[config.mk]
export PLATFORM = sky130hd
export DESIGN_NAME = pwm_rgb_decoder
export DESIGN_NICKNAME = d
export VERILOG_FILES = /design/src/rtl/pwm_rgb_pkg.sv /design/src/rtl/pwm_channel_meter.sv /design/src/rtl/pwm_rgb_decoder.sv
export SDC_FILE = /design/constraint.sdc
export NUM_CORES = 1
export LEC_CHECK = 0
export ABC_AREA = 1
export BUFFER_PORTS_ARGS = -buffer_cell sky130_fd_sc_hd__buf_2
export CAP_MARGIN = 20
export CELL_PAD_IN_SITES_DETAIL_PLACEMENT = 1
export CELL_PAD_IN_SITES_GLOBAL_PLACEMENT = 2
export CORE_UTILIZATION = 38
export DETAILED_ROUTE_END_ITERATION = 6
export PLACE_DENSITY = 0.83
export SYNTH_ARGS = -nofsm -noshare
export SYNTH_HDL_FRONTEND = slang
export SYNTH_SLANG_ARGS = --single-unit
[constraint.sdc]
create_clock -name clk -period 9.1 [get_ports clk]
set_input_delay 1.82 -clock clk [delete_from_list [all_inputs] [get_ports clk]]
set_output_delay 1.82 -clock clk [all_outputs]
set_load 0.005 [all_outputs]
[src/rtl/pwm_rgb_pkg.sv]
// Shared types and helpers for the RGB PWM receive-side measurement blocks.
// Latency: n/a (types and constant functions only).
// Backpressure: n/a.
package pwm_rgb_pkg;

  // Per-channel measurement FSM. IDLE waits for an arming rise; MEASURE times periods.
  typedef enum logic {
    IDLE    = 1'b0,
    MEASURE = 1'b1
  } meas_state_t;

  // Pin level that means "LED off". Synchronizers and the previous-sample flop reset to it.
  function automatic logic inactive_level(input bit active_low);
    return active_low ? 1'b1 : 1'b0;
  endfunction

endpackage

[src/rtl/pwm_channel_meter.sv]
// Measures one PWM line: active cycles and period per rise-to-rise interval, plus stuck-line timeout.
// Latency: valid on the 3rd rising clk edge after the first edge that samples a new pin level.
// Backpressure: none; results are one-cycle strobes and the output registers hold between strobes.
module pwm_channel_meter
  import pwm_rgb_pkg::*;
#(
  parameter int MAX_PERIOD = 1024,
  parameter int CNT_W      = $clog2(MAX_PERIOD + 1),
  parameter bit ACTIVE_LOW = 1'b1
) (
  input  logic             i_clk,
  input  logic             i_rst,
  input  logic             i_pin,
  output logic [CNT_W-1:0] o_high,
  output logic [CNT_W-1:0] o_period,
  output logic             o_valid,
  output logic             o_stuck
);

  localparam logic             L_INACT = inactive_level(ACTIVE_LOW);
  localparam logic [CNT_W-1:0] L_MAX   = CNT_W'(MAX_PERIOD);
  localparam logic [CNT_W-1:0] L_ONE   = CNT_W'(1);

  logic             r_sync1;
  logic             r_sync2;
  logic             r_prev;
  meas_state_t      r_state;
  logic [CNT_W-1:0] r_period_cnt;
  logic [CNT_W-1:0] r_high_cnt;
  logic [CNT_W-1:0] r_high;
  logic [CNT_W-1:0] r_period;
  logic             r_valid;
  logic             r_stuck;

  logic             w_act;
  logic             w_act_prev;
  logic             w_rise;
  logic [CNT_W-1:0] w_cnt_next;
  logic             w_timeout;
  logic [CNT_W-1:0] w_timeout_high;

  // Pin levels are normalised so that 1 always means "LED lit".
  assign w_act      = r_sync2 ^ ACTIVE_LOW;
  assign w_act_prev = r_prev ^ ACTIVE_LOW;
  assign w_rise     = w_act & ~w_act_prev;

  // The counter never holds MAX_PERIOD: the cycle that would take it there reports the timeout instead.
  assign w_cnt_next     = r_period_cnt + L_ONE;
  assign w_timeout      = (w_cnt_next == L_MAX);
  assign w_timeout_high = w_act ? L_MAX : '0;

  // Two-flop synchronizer for the asynchronous pin, then one more flop for edge detection.
  always_ff @(posedge i_clk or posedge i_rst) begin
    if (i_rst) begin
      r_sync1 <= L_INACT;
      r_sync2 <= L_INACT;
      r_prev  <= L_INACT;
    end else begin
      r_sync1 <= i_pin;
      r_sync2 <= r_sync1;
      r_prev  <= r_sync2;
    end
  end

  // Period/active counting FSM; the rise cycle is the first cycle of the new period.
  always_ff @(posedge i_clk or posedge i_rst) begin
    if (i_rst) begin
      r_state      <= IDLE;
      r_period_cnt <= '0;
      r_high_cnt   <= '0;
      r_high       <= '0;
      r_period     <= '0;
      r_valid      <= 1'b0;
      r_stuck      <= 1'b0;
    end else begin
      r_valid <= 1'b0;
      case (r_state)
        IDLE: begin
          if (w_rise) begin
            // First rise only arms: there is no complete period to report yet.
            r_period_cnt <= L_ONE;
            r_high_cnt   <= L_ONE;
            r_state      <= MEASURE;
          end else if (w_timeout) begin
            r_period     <= L_MAX;
            r_high       <= w_timeout_high;
            r_valid      <= 1'b1;
            r_stuck      <= 1'b1;
            r_period_cnt <= '0;
          end else begin
            r_period_cnt <= w_cnt_next;
          end
        end
        MEASURE: begin
          if (w_rise) begin
            r_period     <= r_period_cnt;
            r_high       <= r_high_cnt;
            r_valid      <= 1'b1;
            r_stuck      <= 1'b0;
            r_period_cnt <= L_ONE;
            r_high_cnt   <= L_ONE;
          end else if (w_timeout) begin
            r_period     <= L_MAX;
            r_high       <= w_timeout_high;
            r_valid      <= 1'b1;
            r_stuck      <= 1'b1;
            r_period_cnt <= '0;
            r_high_cnt   <= '0;
            r_state      <= IDLE;
          end else begin
            r_period_cnt <= w_cnt_next;
            r_high_cnt   <= r_high_cnt + CNT_W'(w_act);
          end
        end
        default: begin
          r_state      <= IDLE;
          r_period_cnt <= '0;
          r_high_cnt   <= '0;
        end
      endcase
    end
  end

  assign o_high   = r_high;
  assign o_period = r_period;
  assign o_valid  = r_valid;
  assign o_stuck  = r_stuck;

endmodule

[src/rtl/pwm_rgb_decoder.sv]
// Receive-side RGB PWM monitor: three independent channel meters for RGB_R/RGB_G/RGB_B.
// Latency: valid on the 3rd rising clk edge after the first edge that samples a new pin level.
// Backpressure: none; per-channel one-cycle strobes, values hold between strobes.
module pwm_rgb_decoder
  import pwm_rgb_pkg::*;
#(
  parameter int MAX_PERIOD = 1024,
  parameter int CNT_W      = $clog2(MAX_PERIOD + 1),
  parameter bit ACTIVE_LOW = 1'b1
) (
  input  logic             clk,
  input  logic             rst,
  input  logic             RGB_R,
  input  logic             RGB_G,
  input  logic             RGB_B,
  output logic [CNT_W-1:0] r_high,
  output logic [CNT_W-1:0] g_high,
  output logic [CNT_W-1:0] b_high,
  output logic [CNT_W-1:0] r_period,
  output logic [CNT_W-1:0] g_period,
  output logic [CNT_W-1:0] b_period,
  output logic             r_valid,
  output logic             g_valid,
  output logic             b_valid,
  output logic             r_stuck,
  output logic             g_stuck,
  output logic             b_stuck
);

  pwm_channel_meter #(
    .MAX_PERIOD (MAX_PERIOD),
    .CNT_W      (CNT_W),
    .ACTIVE_LOW (ACTIVE_LOW)
  ) u_meter_r (
    .i_clk    (clk),
    .i_rst    (rst),
    .i_pin    (RGB_R),
    .o_high   (r_high),
    .o_period (r_period),
    .o_valid  (r_valid),
    .o_stuck  (r_stuck)
  );

  pwm_channel_meter #(
    .MAX_PERIOD (MAX_PERIOD),
    .CNT_W      (CNT_W),
    .ACTIVE_LOW (ACTIVE_LOW)
  ) u_meter_g (
    .i_clk    (clk),
    .i_rst    (rst),
    .i_pin    (RGB_G),
    .o_high   (g_high),
    .o_period (g_period),
    .o_valid  (g_valid),
    .o_stuck  (g_stuck)
  );

  pwm_channel_meter #(
    .MAX_PERIOD (MAX_PERIOD),
    .CNT_W      (CNT_W),
    .ACTIVE_LOW (ACTIVE_LOW)
  ) u_meter_b (
    .i_clk    (clk),
    .i_rst    (rst),
    .i_pin    (RGB_B),
    .o_high   (b_high),
    .o_period (b_period),
    .o_valid  (b_valid),
    .o_stuck  (b_stuck)
  );

endmodule

==> flow_metrics.env <==
export IMPL_period_share=0.356
export IMPL_worst_slack_ns=5.86
export IMPL_yosysSeqAreaShare=0.533
export IMPL_drt_iter0_markers=310
export IMPL_internal_power_w=0.00123
export IMPL_dp_cells=1128
export IMPL_yosysMostFrequentCell="nand2_1"
export IMPL_outcome="complete, but fails checks"
export IMPL_slew_headroom=0.384
export IMPL_synth_nets=859
export IMPL_rows=49
export IMPL_avgSynthCellArea_sq_um=8.36
export IMPL_max_freq_ghz=0.309
export IMPL_rr_worst_depth=9
export IMPL_p_switching_w=0.000522
export IMPL_grt_overflow_total=0
export IMPL_netlist_area_sq_mm=0.00706
export IMPL_fill_cells=2175
export IMPL_grt_use_total=0.205
export IMPL_peakVddDrop_mv=0.129
export IMPL_cp_start_kind="register"
export IMPL_clkTransAtPathRegs_ns=0.06
export IMPL_die_x_um=138
export IMPL_clock_skew_ns=0.00995
export IMPL_setup_violations=0
export IMPL_pre_cts_slack_ns=5.55
export IMPL_finalSetupTns_ns=0
export IMPL_drc_errors=9
export IMPL_worst_slew_pin_slew_ns=0.920
export IMPL_vias=5822
export IMPL_pwr_share_comb=0.134
export IMPL_h_tree_depth=4
export IMPL_syn_inst=845
export IMPL_hold_violations=0
export IMPL_sw_frac_of_total=0.299
export IMPL_ys_seq_elements=150
export IMPL_p_clk_frac=0.393
export IMPL_violations="design-rule violations"
export IMPL_synthToLayoutAreaGrowth_pct=16.4
export IMPL_synthDistinctLibCells=33
export IMPL_fin_crit_ns=3.24
export IMPL_min_to="u_meter_g.r_sync2$_DFF_PP1_"
export IMPL_wl_um=18100
export IMPL_worstSkewPairLatency_ns=0.43
export IMPL_post_drt_wl_per_cell_um=15.6
export IMPL_start_util=0.390
export IMPL_globalplace_congestion=0.778
export IMPL_cap_violations=0
export IMPL_critical_path_peak_fanout=23
export IMPL_cts_root_buf="clkbuf_16"
export IMPL_netlist_top_cells_count="nand2_1 (287), dfrtp_1 (141), nand3_1 (112), inv_1 (68), nor2_1 (66)"
export IMPL_cts_num_sinks=150
export IMPL_r2r_start="u_meter_r.r_prev$_DFF_PP1_"
export IMPL_cts_tree="done"
export IMPL_die_area_sq_mm=0.0191
export IMPL_synth_edf_count=0
export IMPL_leakagePower_nw=4.25
export IMPL_ant_nets=0
export IMPL_yosysWarnings=0
export IMPL_nNetsFinal=933
export IMPL_antenna_found_initial=0
export IMPL_seq_power_share=0.473
export IMPL_grt_pass1_vias=6241
export IMPL_die_height_um=138
export IMPL_hpwl_um=12500
export IMPL_pin_count=77
export IMPL_cts_setup_buffers=0
export IMPL_whs_path_depth=0
export IMPL_min_delay_start="u_meter_g.r_sync1$_DFF_PP1_"
export IMPL_report_final_slew_viol_count=0
export IMPL_drive_gt1_frac=0.165
export IMPL_grt_max_degree=82
export IMPL_holdCritPathClass="reg -> reg"
export IMPL_rsz0062_at_grt="false"
export IMPL_fin_hold_ws_ns=0.356
export IMPL_ys_top_cells_by_area="dfrtp_1 (50%), nand2_1 (15%), nand3_1 (7.9%)"
export IMPL_clockBufferDepth=2
export IMPL_r2r_end="u_meter_r.o_period[10]$_DFFE_PP0P_"
export IMPL_diodes=0
export IMPL_synthArstFlopShare=1.00
export IMPL_critical_path_class="reg -> reg"
export IMPL_first_pass_iters=6
export IMPL_layout_area_seq_sq_mm=0.00376
export IMPL_coreArea_sq_mm=0.0181
export IMPL_critPathCaptureType="register"
export IMPL_synth_ff_type="dfrtp_1"
export IMPL_crit_required_ns=9.44
export IMPL_arrival_ns=3.58
export IMPL_grt_first_pass_wirelength_um=31500
export IMPL_post_cts_resized=0
export IMPL_io_buffers=76
export IMPL_synth_top_area_share=0.500
export IMPL_numCtsBuffers=17
export IMPL_multiInputGateArea_sq_mm=0.00290
export IMPL_hold_buffers=0
export IMPL_stdcell_count=1161
export IMPL_power_density_mw_per_mm2=213
export IMPL_drt_vias_per_instance=5.01
export IMPL_reg2reg_slack_ns=5.86
export IMPL_synth_largest_area_cell="dfrtp_1"
-- critical path: stages (launching register included) --
cell and delay, ns:
dfstp_2 0.52, inv_1 0.05, nor2_1 0.69, clkinv_1 0.53, nor2_1 0.20, buf_4 0.30
inv_1 0.42, o21ai_0 0.30, a21oi_1 0.06, o21ai_1 0.07
-- placed cells by master (no fill, tap or decap), types with 2 or more instances in the layout --
cell type / netlist / routed
o21ai_2: 3 / 3
nor2_4: 3 / 3
nand2_1: 287 / 287
clkinvlp_4: 0 / 3
inv_6: 0 / 7
nand2_2: 2 / 2
nand3_2: 11 / 11
nand4_1: 5 / 5
dfstp_2: 9 / 9
a21oi_1: 11 / 11
o21ai_0: 25 / 25
a21oi_2: 2 / 2
clkbuf_16: 0 / 17
nor3_1: 7 / 7
nand3_1: 112 / 112
buf_2: 5 / 76
buf_4: 0 / 3
inv_1: 68 / 67
nand3b_1: 10 / 10
xor2_1: 19 / 19
ha_1: 9 / 9
o21ai_1: 4 / 4
o21bai_1: 6 / 6
nor2_1: 66 / 66
nor2_2: 7 / 7
clkinv_4: 0 / 2
dfrtp_1: 141 / 141
a22oi_1: 3 / 3
clkinv_2: 0 / 2
xnor2_1: 4 / 4
-- registers in the layout, summed over array words and instances (netlist names), 11 cells and up --
name / flops
u_meter_g.r_high_cnt: 11
u_meter_b.r_period_cnt: 11
u_meter_b.o_period: 11
u_meter_b.r_high_cnt: 11
u_meter_g.o_period: 11
u_meter_r.r_high_cnt: 11
u_meter_r.o_period: 11
u_meter_g.r_period_cnt: 11
u_meter_g.o_high: 11
u_meter_b.o_high: 11
u_meter_r.r_period_cnt: 11
u_meter_r.o_high: 11
-- cells by family (layout without fill, tap and decap cells) --
group | count (synthesis) | after routing | synth area share
buffers and inverters | 95 | 182 | 0.0556
AO/OA/AOI/OAI | 57 | 57 | 0.0487
AND/OR/NAND/NOR | 511 | 511 | 0.318
adder cells (fa/ha/maj) | 9 | 9 | 0.0159
XOR/XNOR | 23 | 23 | 0.0285
flip-flops | 150 | 150 | 0.533
-- worst max path at each step --
| stage | from | end | slack (ns) | depth (start not counted) |
|---|---|---|---|---|
| floorplan | rst | u_meter_b.o_high[0]$_DFFE_PP0P_ | 3.26 | 1 |
| global placement | rst | u_meter_b.o_high[2]$_DFFE_PP0P_ | 5.61 | 3 |
| detailed placement | rst | u_meter_b.o_high[2]$_DFFE_PP0P_ | 5.55 | 3 |
| CTS | u_meter_r.r_prev$_DFF_PP1_ | u_meter_r.o_period[10]$_DFFE_PP0P_ | 5.79 | 9 |
| global route | u_meter_r.r_prev$_DFF_PP1_ | u_meter_r.o_period[10]$_DFFE_PP0P_ | 5.52 | 9 |
| finish | u_meter_r.r_prev$_DFF_PP1_ | u_meter_r.o_period[10]$_DFFE_PP0P_ | 5.86 | 9 |
-- power by group through the flow --
stage / Sequential, W / Combinational (W) / Clock (W)
after floorplan: 0.000823 / 0.000152 / 0
after global placement: 0.000836 / 0.000225 / 0
after detailed placement: 0.000841 / 0.000234 / 0
after CTS: 0.000830 / 0.000240 / 0.000705
after global routing: 0.000842 / 0.000274 / 0.000729
final: 0.000828 / 0.000234 / 0.000687
-- through the flow --
step / util / total power, W / cell area (sq um)
floorplan: - / 0.000975 / 7060
global placement: 0.422 / 0.00106 / 7620
detailed placement: 0.422 / 0.00108 / 7620
CTS: 0.453 / 0.00177 / 8190
global route: 0.455 / 0.00185 / 8220
finish: 0.455 / 0.00175 / 8220
-- layout make-up --
type | count | area share
flip-flops and latches | 150 | 0.458
multi-input cells | 600 | 0.353
repair buffers | 80 | 0.0524
clock buffers | 17 | 0.0517
well taps | 229 | 0.0349
inverters | 70 | 0.0326
clock inverters | 15 | 0.0175
-- per-layer routing --
layer	GRT usage	vias up	wire, um
met3	0.0350	13	436
met1	0.262	2885	8390
met5	0	-	0
met4	0.0615	0	194
li1	-	2855	-
met2	0.356	69	9030
(Power assumes the default switching activity.)
